<file path="src/rtl/arr_drv_pkg.sv">
// arr_drv_pkg: shared types and constants for the arr_drv stimulus source.
//   state_t      - burst FSM state (IDLE, RUN, DONE)
//   MODE_*       - pattern select encodings on arr_drv_mode_ip
//   LFSR_POLY    - Galois feedback mask; the register shifts left and, when
//                  the bit shifted out of bit 31 is 1, XORs this mask in
//   LFSR_SEED    - value loaded at reset and at every burst start
package arr_drv_pkg;

  typedef enum logic [1:0] {
    ST_IDLE = 2'd0,
    ST_RUN  = 2'd1,
    ST_DONE = 2'd2
  } state_t;

  localparam logic [1:0] MODE_COUNT = 2'd0;
  localparam logic [1:0] MODE_WALK  = 2'd1;
  localparam logic [1:0] MODE_LFSR  = 2'd2;
  localparam logic [1:0] MODE_ALT   = 2'd3;

  localparam logic [31:0] LFSR_POLY = 32'h8020_0003;
  localparam logic [31:0] LFSR_SEED = 32'hFFFF_FFFF;

endpackage

</file>
<file path="src/rtl/arr_drv_lfsr.sv">
// arr_drv_lfsr: 32-bit left-shifting Galois LFSR.
//   clk_i, rst_i - clock, synchronous active-high reset (loads the seed)
//   load_i       - reload the seed (takes priority over adv_i)
//   adv_i        - step once
//   next_o       - value the register takes on the next step; the top uses
//                  it to build the vector that follows a handshake
module arr_drv_lfsr
  import arr_drv_pkg::*;
(
  input  logic        clk_i,
  input  logic        rst_i,
  input  logic        load_i,
  input  logic        adv_i,
  output logic [31:0] next_o
);
  logic [31:0] state_q;
  logic [31:0] state_d;

  assign next_o = {state_q[30:0], 1'b0} ^ (state_q[31] ? LFSR_POLY : 32'd0);

  always_comb begin
    state_d = state_q;
    if (load_i) begin
      state_d = LFSR_SEED;
    end else if (adv_i) begin
      state_d = next_o;
    end
  end

  always_ff @(posedge clk_i) begin
    if (rst_i) begin
      state_q <= LFSR_SEED;
    end else begin
      state_q <= state_d;
    end
  end
endmodule

</file>
<file path="src/rtl/arr_drv.sv">
// arr_drv: burst stimulus source for the arr checker array.
// A start in IDLE captures the burst setup and loads vector 0; each
// valid&ready transfer then loads the next vector until count vectors have
// gone out, followed by a one-cycle done pulse.
// Ports:
//   arr_drv_clk_ip / arr_drv_rst_ip     - clock, synchronous active-high reset
//   arr_drv_start_ip, _mode_ip, _count_ip, _inject_en_ip, _inject_ip
//                                       - burst setup, sampled only in IDLE
//   arr_drv_ready_ip / arr_drv_valid_op - vector handshake
//   arr_drv_sig0_op / arr_drv_sig1_op   - reference / compare vectors
//   arr_drv_busy_op, _done_op, _sent_op - burst status
//   arr_drv_state_op                    - FSM state for observation
module arr_drv
  import arr_drv_pkg::*;
#(
  parameter int LENGTH = 1,
  parameter int CNT_W  = 16
) (
  input  logic              arr_drv_clk_ip,
  input  logic              arr_drv_rst_ip,
  input  logic              arr_drv_start_ip,
  input  logic [1:0]        arr_drv_mode_ip,
  input  logic [CNT_W-1:0]  arr_drv_count_ip,
  input  logic              arr_drv_inject_en_ip,
  input  logic [CNT_W-1:0]  arr_drv_inject_ip,
  input  logic              arr_drv_ready_ip,
  output logic              arr_drv_valid_op,
  output logic [LENGTH-1:0] arr_drv_sig0_op,
  output logic [LENGTH-1:0] arr_drv_sig1_op,
  output logic              arr_drv_busy_op,
  output logic              arr_drv_done_op,
  output logic [CNT_W-1:0]  arr_drv_sent_op,
  output state_t            arr_drv_state_op
);
  state_t            state_q,  state_d;
  logic [1:0]        mode_q,   mode_d;
  logic [CNT_W-1:0]  count_q,  count_d;
  logic              inj_en_q, inj_en_d;
  logic [CNT_W-1:0]  inj_q,    inj_d;
  logic [CNT_W-1:0]  idx_q,    idx_d;
  logic [CNT_W-1:0]  sent_q,   sent_d;
  logic [7:0]        pos_q,    pos_d;
  logic [LENGTH-1:0] sig0_q,   sig0_d;
  logic [LENGTH-1:0] sig1_q,   sig1_d;
  logic              valid_q,  valid_d;
  logic              busy_q,   busy_d;
  logic              done_q,   done_d;

  logic        hs;
  logic        lfsr_load;
  logic        lfsr_adv;
  logic [31:0] lfsr_next;

  // Vector for index n. pos is the walking-one position (n mod LENGTH,
  // kept by a wrapping counter); lf is the LFSR state for this index,
  // repeated every 32 bits up to LENGTH.
  function automatic logic [LENGTH-1:0] pattern(
    input logic [1:0]       m,
    input logic [CNT_W-1:0] n,
    input logic [7:0]       pos,
    input logic [31:0]      lf
  );
    logic [LENGTH+CNT_W-1:0] ext;
    logic [LENGTH-1:0]       v;
    ext = {{LENGTH{1'b0}}, n};
    v   = '0;
    case (m)
      MODE_COUNT: v = ext[LENGTH-1:0];
      MODE_WALK:  v = LENGTH'(1) << pos;
      MODE_LFSR:  for (int i = 0; i < LENGTH; i++) v[i] = lf[i[4:0]];
      default:    v = {LENGTH{n[0]}};
    endcase
    return v;
  endfunction

  arr_drv_lfsr u_lfsr (
    .clk_i  (arr_drv_clk_ip),
    .rst_i  (arr_drv_rst_ip),
    .load_i (lfsr_load),
    .adv_i  (lfsr_adv),
    .next_o (lfsr_next)
  );

  always_comb begin
    state_d   = state_q;
    mode_d    = mode_q;
    count_d   = count_q;
    inj_en_d  = inj_en_q;
    inj_d     = inj_q;
    idx_d     = idx_q;
    sent_d    = sent_q;
    pos_d     = pos_q;
    sig0_d    = sig0_q;
    sig1_d    = sig1_q;
    lfsr_load = 1'b0;
    lfsr_adv  = 1'b0;
    hs        = (state_q == ST_RUN) && arr_drv_ready_ip;

    case (state_q)
      ST_IDLE: begin
        if (arr_drv_start_ip) begin
          mode_d    = arr_drv_mode_ip;
          count_d   = arr_drv_count_ip;
          inj_en_d  = arr_drv_inject_en_ip;
          inj_d     = arr_drv_inject_ip;
          idx_d     = '0;
          sent_d    = '0;
          pos_d     = '0;
          lfsr_load = 1'b1;
          sig0_d    = pattern(arr_drv_mode_ip, '0, '0, LFSR_SEED);
          sig1_d    = sig0_d ^ LENGTH'(arr_drv_inject_en_ip && (arr_drv_inject_ip == '0));
          state_d   = (arr_drv_count_ip == '0) ? ST_DONE : ST_RUN;
        end
      end
      ST_RUN: begin
        if (hs) begin
          idx_d    = idx_q + CNT_W'(1);
          sent_d   = sent_q + CNT_W'(1);
          lfsr_adv = 1'b1;
          if (idx_q == count_q - CNT_W'(1)) begin
            // Last vector: the outputs keep it while valid drops.
            state_d = ST_DONE;
          end else begin
            pos_d  = (pos_q == 8'(LENGTH - 1)) ? 8'd0 : pos_q + 8'd1;
            sig0_d = pattern(mode_q, idx_d, pos_d, lfsr_next);
            sig1_d = sig0_d ^ LENGTH'(inj_en_q && (idx_d == inj_q));
          end
        end
      end
      ST_DONE: state_d = ST_IDLE;
      default: state_d = ST_IDLE;
    endcase

    valid_d = (state_d == ST_RUN);
    busy_d  = (state_d != ST_IDLE);
    done_d  = (state_d == ST_DONE);
  end

  always_ff @(posedge arr_drv_clk_ip) begin
    if (arr_drv_rst_ip) begin
      state_q  <= ST_IDLE;
      mode_q   <= MODE_COUNT;
      count_q  <= '0;
      inj_en_q <= 1'b0;
      inj_q    <= '0;
      idx_q    <= '0;
      sent_q   <= '0;
      pos_q    <= '0;
      sig0_q   <= '0;
      sig1_q   <= '0;
      valid_q  <= 1'b0;
      busy_q   <= 1'b0;
      done_q   <= 1'b0;
    end else begin
      state_q  <= state_d;
      mode_q   <= mode_d;
      count_q  <= count_d;
      inj_en_q <= inj_en_d;
      inj_q    <= inj_d;
      idx_q    <= idx_d;
      sent_q   <= sent_d;
      pos_q    <= pos_d;
      sig0_q   <= sig0_d;
      sig1_q   <= sig1_d;
      valid_q  <= valid_d;
      busy_q   <= busy_d;
      done_q   <= done_d;
    end
  end

  assign arr_drv_valid_op = valid_q;
  assign arr_drv_sig0_op  = sig0_q;
  assign arr_drv_sig1_op  = sig1_q;
  assign arr_drv_busy_op  = busy_q;
  assign arr_drv_done_op  = done_q;
  assign arr_drv_sent_op  = sent_q;
  assign arr_drv_state_op = state_q;
endmodule
</file>
<file path="config.mk">
export PLATFORM = sky130hd
export DESIGN_NAME = arr_drv
export DESIGN_NICKNAME = d
export VERILOG_FILES = /design/src/rtl/arr_drv_pkg.sv /design/src/rtl/arr_drv_lfsr.sv /design/src/rtl/arr_drv.sv
export SDC_FILE = /design/constraint.sdc
export NUM_CORES = 1
export LEC_CHECK = 0
export CAP_MARGIN = 15
export CORE_ASPECT_RATIO = 0.5
export CORE_MARGIN = 2
export CORE_UTILIZATION = 60
export DETAILED_ROUTE_END_ITERATION = 8
export PLACE_DENSITY = 0.84
export SYNTH_ARGS = -nofsm -noshare
export SYNTH_HDL_FRONTEND = slang
export SYNTH_SLANG_ARGS = --single-unit
</file>
<file path="constraint.sdc">
create_clock -name arr_drv_clk_ip -period 5.6 [get_ports arr_drv_clk_ip]
set_clock_uncertainty 0.2 [all_clocks]
set_input_delay 0.56 -clock arr_drv_clk_ip [delete_from_list [all_inputs] [get_ports arr_drv_clk_ip]]
set_output_delay 0.56 -clock arr_drv_clk_ip [all_outputs]
set_load 0.02 [all_outputs]
</file>
# Yosys cells after proc, flatten, opt, wreduce, memory -nomap -nowiden
# Cells that the tools add are included.
[totals]
inputBits = 39
register_bits = 114
wordCells = 83
out_inout_bits = 23
[op_classes]
eq_ne = 12
n_shift = 1
reduce_logical = 14
bitwise_logic = 3
muxes = 35
addsub = 4
[op_table]
columns = ["operator", "n"]
rows = [
  ["one-hot mux 16 bit (2 select lines)", 2],
  ["two-way mux 16 bit", 3],
  ["adder 16 x 1 -> 16 bit (second input constant)", 2],
  ["== test 16 bit", 2],
  ["logical NOT 16 bit", 2],
  ["two-way mux 32 bit", 1],
  ["two-way mux 8 bit", 4],
  ["bitwise XOR 32 bit", 1],
  ["two-way mux 1 bit", 16],
  ["one-hot mux 8 bit (2 select lines)", 1],
  ["subtractor 16 x 1 -> 16 bit (second input constant)", 1],
  ["adder 8 x 1 -> 8 bit (second input constant)", 1],
  ["== test 2 x 1 -> 1 bit (second input constant)", 4],
  ["logical NOT 8 bit", 1],
  ["two-way mux 2 bit", 4],
  ["<< shifter 1 x 8 -> 1 bit (first input constant)", 1],
  ["== test 2 bit (second input constant)", 3],
  ["inequality test 2 bit (second input constant)", 3],
  ["one-hot mux 1 bit (2 select lines)", 3],
  ["one-hot mux 2 bit (2 select lines)", 1],
  ["AND reduction 4 bit", 1],
  ["nonzero test 2 bit", 2],
  ["OR reduction 2 bit", 2],
  ["logical AND 1 bit", 3],
  ["4 further kinds", 5],
]

# Longest topological paths before layout
# Gate-level depths: netlist of run 1.
[depth]
ltp_word = 11
mapped_depth = 11
depth_no_buf = 9

# By module
# A second synthesis of run 1 with hierarchy kept.
[unflattened]
hier_cells = 748
area_unflattened_um2 = 5978.2
[by_module_without_submodules]
columns = ["mod", "instances", "cells_per_inst", "seq_area_each_um2", "area_each_um2"]
rows = [
  ["arr_drv", 1, 609, 1641.6, 4591.9],
  ["arr_drv_lfsr", 1, 139, 640.6, 1386.3],
]

# Worst setup path before layout of run 1
# Ideal clock, no wire load.
[synth_path]
kind = "register -> register"
startpoint = "register count_q[2]"
endpoint = "register pos_q[3]"
setup_slack_ps = 2892
t_required_ps = 5278
stages_incl_launch_ff = 11
n_path_buf = 3
t_arrival_ps = 2386
setup_ps = 122
cell_sequence = "dfxtp_1 > buf_6 > nor4_4 > buf_6 > nand4_2 > or4_1 > a222oi_1 > o2111a_2 > buf_6 > nor4_1 > a221o_1"
[synth_via]
elab_chain_len = 4
[synth_rtl]
columns = ["element", "line_no", "source"]
rows = [
  ["start, declared", "arr_drv.sv:37", "logic [CNT_W-1:0] count_q, count_d;"],
  ["start signal, assigned", "arr_drv.sv:157", "count_q <= count_d;"],
  ["subtractor 16 x 1 -> 16 bit", "arr_drv.sv:120", "if (idx_q == count_q - CNT_W'(1)) begin"],
  ["== test 16 bit", "arr_drv.sv:120", ""],
  ["inequality test 2 bit (no line)", "--", ""],
  ["AND reduction 4 bit (no line)", "--", ""],
  ["end signal, assigned", "arr_drv.sv:162", "pos_q <= pos_d;"],
  ["end, declared", "arr_drv.sv:42", "logic [7:0] pos_q, pos_d;"],
]
# No other way between the ends.
# A chain may end at the register's enable or synchronous reset.

# Worst setup path in the final report of run 1
[layout_path]
startpoint = "register count_q[2]"
endpoint = "register pos_q[2]"
# Same word-level chain as after synthesis.

==> out/qor.csv, run 1 <==
stage;metric;value;unit
grt;grt_use_met3;0.0747;
grt;grt_use_met2;0.452;
grt;grt_overflow;0;
grt;antenna_found_initial;0;
setup_path;critPathSlowestCell;nor4_4;
cts;clock_latency;0.41;ns
yosys;synth_seq_area_share;0.389;
die;die_width;144;microns
setup_path;crit_arrival;3.40;ns
place;port_buffers;61;
cts;cts_max_level;4;
setup_path;path_max_fanout;13;
die;start_util;0.619;
yosys;ys.flop_type;dfxtp_1;
setup_path;regToRegSetupSlack;2.29;ns
yosys;synth.avg_cell_area;7.64;sq um
yosys;synth_seq_cells;114;
sta;finalHoldViolCount;0;
sta;max_freq;0.302;GHz
die;die-area;0.0106;sq mm
cts;path_clk_slew;0.06;ns
sta;rsz0062_at_grt;false;
yosys;synth_cells;768;
yosys;synth_nets;814;
routing;routed_wl;14200;microns
grt;grt_pass1_vias;4991;
sta;setup-tns-final;0;ns
cts;cts_buffers;17;
grt;grt_pass1_wl;23500;microns
cells_and_area;n_fill_cell;729;
cts;ctsResizeCount;0;
cts;tritoncts;yes;
cells_and_area;n_antenna_cell;0;
cts;cts_hold_buf;0;
grt;grtUsageMet1;0.363;
sta;worst_pin_slew;0.899;ns
yosys;yosys-top-cells-area;dfxtp_1 (39%), nand2_1 (11%), a21oi_1 (5.4%);
routing;avgViaCountPerCell;5.92;
setup_path;max_stage_delay;0.61;ns
cells_and_area;layout_commonest_cell;nand2_1;
setup_path;path_class;register to register;
sta;setup-violations-final;0;
power;max-vdd-ir-drop;0.000261;V
cells_and_area;final_nets;843;
yosys;yosys.cell_types.count;57;
sta;min_period;3.31;ns
cts;post_cts_buffers;0;
cells_and_area;most-common-layout-cells;nand2_1 (166), dfxtp_1 (114), a21oi_1 (63);
grt;grt_usage;0.278;
yosys;ys_warn_count;0;
setup_path;path_buf_inv;0;
yosys;synth.largest_area_cell;dfxtp_1;
setup_path;crit_path_end_kind;register;
cells_and_area;final_area;0.00705;sq mm
grt;top_usage_layer;met2;
sta;slew_headroom;0.401;
sta;post-route-period-util;0.591;
cells_and_area;drive_gt1_frac;0.0605;
place;place_hpwl;9140;microns
setup_path;crit_required;5.69;ns
die;die_y;73.9;microns
worst_hold_path;min-delay-path-class;register to register;
routing;first_pass_iters;4;
die;rows;25;
setup_path;startpoint_type;register;
status;status;completed;
yosys;synthesis.area;0.00587;sq mm
routing;drc;0;
die;core-area;0.00948;sq mm
cts;clockBufferDepth;2;
die;io_pins;62;
routing;antenna_left;0;
power;leakage;2.69;nW
setup_path;cp_cell_sequence;nor4_4, nand4_2, or4_1, a222oi_1, o2111a_2, nor3_1, a221o_1;
setup_path;crit_family;compound AO/OA/AOI/OAI gates;
cells_and_area;area_growth;20.1;%
yosys;yosysTopAreaCellShare;0.389;
routing;post_drt_wl_per_cell;15.0;microns
place;place_area;0.00644;sq mm
sta;slew_viol_final;0;
cts;cts.sinks;114;
yosys;async_flop_share;0;
cells_and_area;fin_util;0.743;
flow_run;drv_cap;0;
cts;clockRootBuffer;clkbuf_16;
routing;via_count;5597;
place;gp_congestion;0.854;
power;powerDensity;314;mW/mm^2
yosys;synth_edf_count;0;
routing;drt_iter0_markers;412;
grt;grt_max_degree;71;
[final cells by class]
cell class	instances	area [sq um]	area share
multi-input combinational	589	3310	0.470
sequential	114	2280	0.324
timing repair buffer	66	643	0.0913
clock buffer	18	429	0.0609
clock inverter	14	180	0.0256
tap	135	169	0.0240
inverter	9	33.8	0.00479
[metal layers]
| layer | vias to the layer above | share of wire |
|---|---|---|
| li1 | 2756 | - |
| met3 | 30 | 0.065 |
| met1 | 2610 | 0.46 |
| met4 | 0 | 0.021 |
| met2 | 201 | 0.46 |
| met5 | - | 0 |
[power by group]
group | leakage (nW) | total [mW] | internal (mW) | switching (mW)
sequential | 0.929 | 0.869 | 0.841 | 0.0285
clock | 0.285 | 1.11 | 0.705 | 0.400
combinational | 1.48 | 0.236 | 0.101 | 0.135
total | 2.69 | 2.21 | 1.65 | 0.563
[registers in the layout, indices dropped and copies added (netlist names)]
signal and cells:
idx_q 16, arr_drv_sig0_op 1, arr_drv_sent_op 16, pos_q 8, inj_q 16, inj_en_q 1, count_q 16, mode_q 2
u_lfsr.state_q 32, arr_drv_done_op 1, arr_drv_sig1_op 1, arr_drv_state_op 2, arr_drv_busy_op 1, arr_drv_valid_op 1
[logic make-up (layout without fill, tap and decap cells)]
logic type | Yosys count | in the layout | share of synthesized area
simple gates | 384 | 384 | 0.313
compound gates | 137 | 137 | 0.142
mux | 4 | 4 | 0.00704
buf+inv | 65 | 107 | 0.0486
flops | 114 | 114 | 0.389
xor+xnor | 57 | 57 | 0.0851
fa+ha+maj | 7 | 7 | 0.0149
[cell usage after synthesis (6+ instances only)]
cell type and number:
nor2_1 59, clkbuf_1 42, nand3_1 53, xnor2_1 30, buf_1 6, nand2_1 166
a211oi_1 7, a31oi_1 7, o211ai_1 10, or3_1 10, dfxtp_1 114, xor2_1 27
inv_1 9, nand4_1 19, a21oi_1 63, ha_1 7, nor3_1 13, nor4_1 16
nand2b_1 6, and3_1 11, o21ai_0 24
[worst paths after layout]
path                                        start                              end  cells past startpoint
setup / recovery          count_q[2]$_SDFFE_PP0P_            pos_q[2]$_SDFFE_PP0P_                      7
hold / removal    u_lfsr.state_q[10]$_SDFFE_PP1P_  u_lfsr.state_q[11]$_SDFFE_PP1P_                      2
setup reg to reg          count_q[2]$_SDFFE_PP0P_            pos_q[2]$_SDFFE_PP0P_                      7
hold reg to reg   u_lfsr.state_q[10]$_SDFFE_PP1P_  u_lfsr.state_q[11]$_SDFFE_PP1P_                      2
[worst reg2reg max path: stages, from the launching register on]
cell,delay [ns]
dfxtp_1,0.40
nor4_4,0.61
nand4_2,0.16
or4_1,0.43
a222oi_1,0.46
o2111a_2,0.49
nor3_1,0.11
a221o_1,0.35
[stage by stage]
| step | hold slack (ns) | instances | setup WS (ns) | power (mW) |
|---|---|---|---|---|
| global route | 0.283 | 945 | 2.08 | 2.29 |
| floorplan | 0.237 | 768 | 2.89 | 1.05 |
| global placement | 0.247 | 913 | 2.01 | 1.11 |
| finish | 0.267 | 945 | 2.29 | 2.21 |
| CTS | 0.268 | 945 | 2.33 | 2.22 |
| detailed placement | 0.254 | 913 | 1.92 | 1.12 |
(Power assumes the default switching activity.)
==> inputs of run 2 (changes only) <==
CORE_UTILIZATION = 57   (was 60)
PLACE_DENSITY = 0.8   (was 0.84)
clock period = 3.5 ns   (was 5.6 ns; I/O delays follow)
==> out/qor.csv, run 2 (synthesis results as in run 1) <==
stage;metric;value;unit;change
setup_path;startpoint_type;register;;
place;place_hpwl;9410;microns;+2.9%
cells_and_area;final_nets;849;;+0.71%
routing;post_drt_wl_per_cell;15.2;microns;+1.7%
worst_hold_path;worstHoldStart;u_lfsr.state_q[8]$_SDFFE_PP1P_;;
routing;antenna_left;0;;unchanged
sta;finalHoldViolCount;0;;unchanged
sta;fin_ws;0.225;ns;-2.07 ns
cells_and_area;most-common-layout-cells;nand2_1 (166), dfxtp_1 (114), a21oi_1 (63);;
flow_run;drv_cap;0;;unchanged
die;die_y;75.7;microns;+2.5%
cts;clockRootBuffer;clkbuf_16;;
setup_path;path_class;register to register;;
routing;via_count;5565;;-0.57%
setup_path;max_stage_delay;0.59;ns;-0.02 ns
routing;drt_iter0_markers;472;;+15%
die;rows;26;;+4.0%
cts;tritoncts;yes;;
routing;avgViaCountPerCell;5.82;;-1.7%
setup_path;cp_cell_sequence;nor4_4, nand4_1, or3b_2, a31oi_1, o2111a_2, nor3_1, a221o_1;;
grt;grt_pass1_vias;5012;;+0.42%
power;leakage;2.74;nW;+1.7%
cells_and_area;n_antenna_cell;0;;unchanged
setup_path;reg2reg_from;count_q[2]$_SDFFE_PP0P_;;
grt;grt_usage;0.268;;-0.0102
setup_path;crit_arrival;3.38;ns;-0.02 ns
setup_path;critPathSlowestCell;nor4_4;;
place;port_buffers;61;;unchanged
power;switchingPower;0.948;mW;+68%
cts;path_clk_slew;0.06;ns;about the same
cts;cts_max_level;4;;unchanged
cells_and_area;largest_reg_flops;32;;unchanged
cts;post_cts_buffers;0;;unchanged
routing;drc;0;;unchanged
setup_path;r2r-end;pos_q[2]$_SDFFE_PP0P_;;
die;io_pins;62;;unchanged
die;core-area;0.0101;sq mm;+6.7%
setup_path;regToRegSetupSlack;0.22;ns;-2.07 ns
grt;antenna_found_initial;0;;unchanged
die;start_util;0.580;;-0.0391
sta;rsz0062_at_grt;false;;
sta;setup-tns-final;0;ns;unchanged
die;die-area;0.0112;sq mm;+5.0%
grt;grt_pass1_wl;23800;microns;+1.6%
power;powerDensity;507;mW/mm^2;+62%
cts;cts_buffers;17;;unchanged
cells_and_area;layout_commonest_cell;nand2_1;;
sta;max_freq;0.305;GHz;+1.0%
sta;worst_pin_slew;0.698;ns;-0.201 ns
power;seq_power_share;0.385;;-0.008
worst_hold_path;holdPathStages;2;;unchanged
cells_and_area;regMostFlops;u_lfsr.state_q;;
power;p_clk_frac;0.507;;+0.007
routing;routed_wl;14600;microns;+2.9%
cts;clockBufferDepth;2;;unchanged
setup_path;path_max_fanout;13;;unchanged
die;die_width;147;microns;+2.5%
setup_path;crit_required;3.60;ns;-2.09 ns
grt;grt_overflow;0;;unchanged
sta;setup-violations-final;0;;unchanged
setup_path;crit_path_end_kind;register;;
worst_hold_path;holdPathEnd;u_lfsr.state_q[9]$_SDFFE_PP1P_;;
setup_path;path_buf_inv;0;;unchanged
power;power_frac_comb;0.108;;about the same
cts;clock_latency;0.41;ns;about the same
cells_and_area;drive_gt1_frac;0.0686;;+0.00813
cts;cts_hold_buf;0;;unchanged
power;max-vdd-ir-drop;0.000348;V;+34%
place;place_ws;0.267;ns;-1.66 ns
cts;ctsResizeCount;0;;unchanged
sta;slew_viol_final;0;;unchanged
sta;post-route-period-util;0.936;;+0.345
power;swShare;0.263;;+0.00822
power;intPower;2.66;mW;+61%
place;gp_congestion;0.867;;+1.5%
routing;first_pass_iters;5;;+1
setup_path;crit_family;simple AND/OR/NAND/NOR gates;;
sta;min_period;3.28;ns;-0.0326 ns
setup_path;rr_worst_depth;7;;unchanged
cells_and_area;area_growth;21.2;%;
status;status;completed;;
grt;grt_max_degree;70;;-1.4%
cts;cts.sinks;114;;unchanged
worst_hold_path;min-delay-path-class;register to register;;
sta;slew_headroom;0.535;;+0.134
-- run 2: changes by cell type in the layout (fill, tap and decap cells not counted) --
cell	previous run	this run
clkinv_4	3	4
clkinvlp_4	4	1
inv_6	2	5
clkinv_2	1	0
buf_4	5	11
clkbuf_1	1	0
inv_8	1	2
-- run 2: tightest hold or removal path: stages, from the launching register on --
cell and delay [ns]:
dfxtp_1 0.32, nand2_1 0.05, nand3_1 0.06
-- run 2: power groups by stage --
stage	registers [mW]	logic, mW	clock network [mW]
after floorplan	1.41	0.264	0
after global placement	1.41	0.371	0
after detailed placement	1.42	0.380	0
after CTS	1.39	0.387	1.85
after global routing	1.39	0.435	1.91
final	1.39	0.389	1.83
-- run 2: worst max-delay path by stage --
stage | start | slack (ns) | to | cells after the start
finish | count_q[2]$_SDFFE_PP0P_ | 0.22 | pos_q[2]$_SDFFE_PP0P_ | 7
global route | count_q[2]$_SDFFE_PP0P_ | 0.02 | pos_q[3]$_SDFFE_PP0P_ | 7
CTS | count_q[2]$_SDFFE_PP0P_ | 0.27 | pos_q[3]$_SDFFE_PP0P_ | 7
detailed placement | count_q[2]$_SDFFE_PP0P_ | 0.27 | pos_q[3]$_SDFFE_PP0P_ | 7
global placement | count_q[2]$_SDFFE_PP0P_ | 0.39 | pos_q[2]$_SDFFE_PP0P_ | 7
floorplan | count_q[2]$_SDFFE_PP0P_ | 0.79 | pos_q[3]$_SDFFE_PP0P_ | 10
-- run 2: through the flow --
step	hold slack [ns]	util	cell area (sq um)	total power, mW	cells
4_1_cts	0.257	0.703	7110	3.62	956
6_report	0.266	0.703	7110	3.60	956
3_3_place_gp	0.246	0.641	6490	1.78	924
5_1_grt	0.280	0.703	7110	3.74	956
3_5_place_dp	0.253	0.641	6490	1.80	924
2_1_floorplan	0.237	-	5870	1.67	768
-- run 2: layer usage --
metal | track usage | wire length (microns) | vias up
li1 | - | - | 2760
met3 | 0.0593 | 879 | 24
met5 | 0 | 0 | -
met4 | 0.110 | 223 | 0
met2 | 0.441 | 6760 | 166
met1 | 0.352 | 6710 | 2615
-- run 2: final cells by class --
type                    instances  area (sq um)
well taps                     140           175
multi-input cells             589          3310
repair buffers                 72           688
clock inverters                15           199
fillers                       820          3010
flip-flops and latches        114          2280
clock buffers                  17           425
inverters                       9          33.8
==> inputs of run 3 (changes only) <==
PLACE_DENSITY = not set   (was 0.8)
PLACE_DENSITY_LB_ADDON = 0.08   (was not set)
==> out/qor.csv, run 3 (synthesis results as in run 1) <==
stage;metric;value;unit;change
setup_path;cp_cell_sequence;nor4_4, nand4_1, or3b_2, a31oi_1, o2111a_2, nor3_1, a221o_1;;
power;total_power;3.60;mW;-0.11%
setup_path;regToRegSetupSlack;0.23;ns;about the same
setup_path;crit_arrival;3.36;ns;-0.02 ns
die;start_util;0.580;;unchanged
die;die-area;0.0112;sq mm;unchanged
routing;first_pass_iters;6;;+1
cells_and_area;n_antenna_cell;0;;unchanged
setup_path;crit_path_end_kind;register;;
grt;antenna_found_initial;0;;unchanged
power;powerDensity;506;mW/mm^2;-0.18%
sta;post-route-period-util;0.935;;about the same
cts;cts.sinks;114;;unchanged
cts;clock_latency;0.41;ns;about the same
sta;rsz0062_at_grt;false;;
setup_path;max_stage_delay;0.58;ns;about the same
cells_and_area;final_nets;849;;unchanged
cells_and_area;most-common-layout-cells;nand2_1 (166), dfxtp_1 (114), a21oi_1 (63);;
die;die_width;147;microns;unchanged
grt;grt_pass1_vias;4914;;-2.0%
place;place_hpwl;9590;microns;+1.9%
cts;cts_buffers;17;;unchanged
place;gp_congestion;0.846;;-2.4%
routing;m1WireLength;6810;microns;+1.6%
cts;path_clk_slew;0.06;ns;about the same
routing;post_drt_wl_per_cell;14.9;microns;-2.2%
die;die_y;75.7;microns;unchanged
status;status;completed;;
sta;whs;0.258;ns;-0.00839 ns
cells_and_area;area_growth;21.3;%;about the same
setup_path;crit_required;3.59;ns;about the same
die;io_pins;62;;unchanged
flow_run;drv_cap;0;;unchanged
routing;antenna_left;0;;unchanged
setup_path;path_class;register to register;;
sta;max_freq;0.306;GHz;about the same
cts;clockRootBuffer;clkbuf_16;;
setup_path;startpoint_type;register;;
place;port_buffers;61;;unchanged
power;leakage;2.75;nW;+0.30%
grt;grt_max_degree;70;;unchanged
cts;tritoncts;yes;;
die;rows;26;;unchanged
sta;slew_viol_final;0;;unchanged
routing;routed_wl;14200;microns;-2.3%
power;max-vdd-ir-drop;0.000341;V;-2.1%
routing;avgViaCountPerCell;5.73;;-1.6%
cts;cts_hold_buf;0;;unchanged
routing;top_layer;met4;;
routing;wl_met2;6450;microns;-4.5%
setup_path;path_max_fanout;13;;unchanged
grt;grt_pass1_wl;23300;microns;-2.3%
routing;drt_iter0_markers;331;;-30%
worst_hold_path;min-delay-path-class;register to register;;
grt;grt_overflow;0;;unchanged
sta;slew_headroom;0.546;;+0.0111
cells_and_area;drive_gt1_frac;0.0687;;+0.0000842
sta;finalHoldViolCount;0;;unchanged
grt;grt_usage;0.263;;-0.00482
sta;setup-violations-final;0;;unchanged
routing;via_count;5473;;-1.7%
cells_and_area;largest_reg_flops;32;;unchanged
cells_and_area;layout_commonest_cell;nand2_1;;
sta;worst_pin_slew;0.681;ns;-0.0166 ns
cts;clockBufferDepth;2;;unchanged
routing;drc;0;;unchanged
routing;met3_length;849;microns;-3.4%
die;core-area;0.0101;sq mm;unchanged
cts;cts_max_level;4;;unchanged
cells_and_area;regMostFlops;u_lfsr.state_q;;
sta;min_period;3.27;ns;-0.00188 ns
setup_path;critPathSlowestCell;nor4_4;;
sta;setup-tns-final;0;ns;unchanged
run 3: layer usage:
layer	global-route usage	vias to the layer above
li1	-	2744
met1	0.343	2584
met2	0.436	129
met3	0.0677	16
met4	0.0908	0
met5	0	-
run 3: power breakdown:
part	total, mW	internal (mW)	switching (mW)
registers	1.39	1.35	0.0431
logic	0.389	0.168	0.221
clock network	1.82	1.21	0.615
run 3: path summary, 6_finish.rpt:
kind	cells past startpoint	start	endpoint
max	7	count_q[2]$_SDFFE_PP0P_	pos_q[2]$_SDFFE_PP0P_
min reg2reg	2	inj_en_q$_SDFFE_PP0P_	inj_en_q$_SDFFE_PP0P_
max reg2reg	7	count_q[2]$_SDFFE_PP0P_	pos_q[2]$_SDFFE_PP0P_
min	2	inj_en_q$_SDFFE_PP0P_	inj_en_q$_SDFFE_PP0P_
run 3: metrics by stage:
step | cells | utilization | area, sq um | setup WS [ns]
2_1_floorplan | 768 | - | 5870 | 0.792
3_3_place_gp | 924 | 0.641 | 6490 | 0.358
3_5_place_dp | 924 | 0.641 | 6490 | 0.261
4_1_cts | 955 | 0.703 | 7110 | 0.254
5_1_grt | 955 | 0.703 | 7120 | 0.0556
6_report | 955 | 0.703 | 7120 | 0.227
run 3: layout make-up:
type                            instances  area [sq um]
Multi-Input combinational cell        589          3310
Fill cell                             825          3000
Sequential cell                       114          2280
Timing Repair Buffer                   72           688
Clock buffer                           18           439
Clock inverter                         13           184
Tap cell                              140           175
Inverter                                9          33.8
run 3: repair_timing:
| item | 4_1_cts | 5_1_grt |
|---|---|---|
| endpoints found under the setup margin | 0 | 1 |
| endpoints found under the hold margin | 0 | 0 |
| setup buffers | 0 | 0 |
| resized for setup | 0 | 1 |
run 3: worst max-delay path: cells and delay by family (launching register included):
family | cells | cell delay, ns
and+or+nand+nor | 4 | 1.49
DFF | 1 | 0.40
AOI/OAI and AO/OA | 3 | 1.06
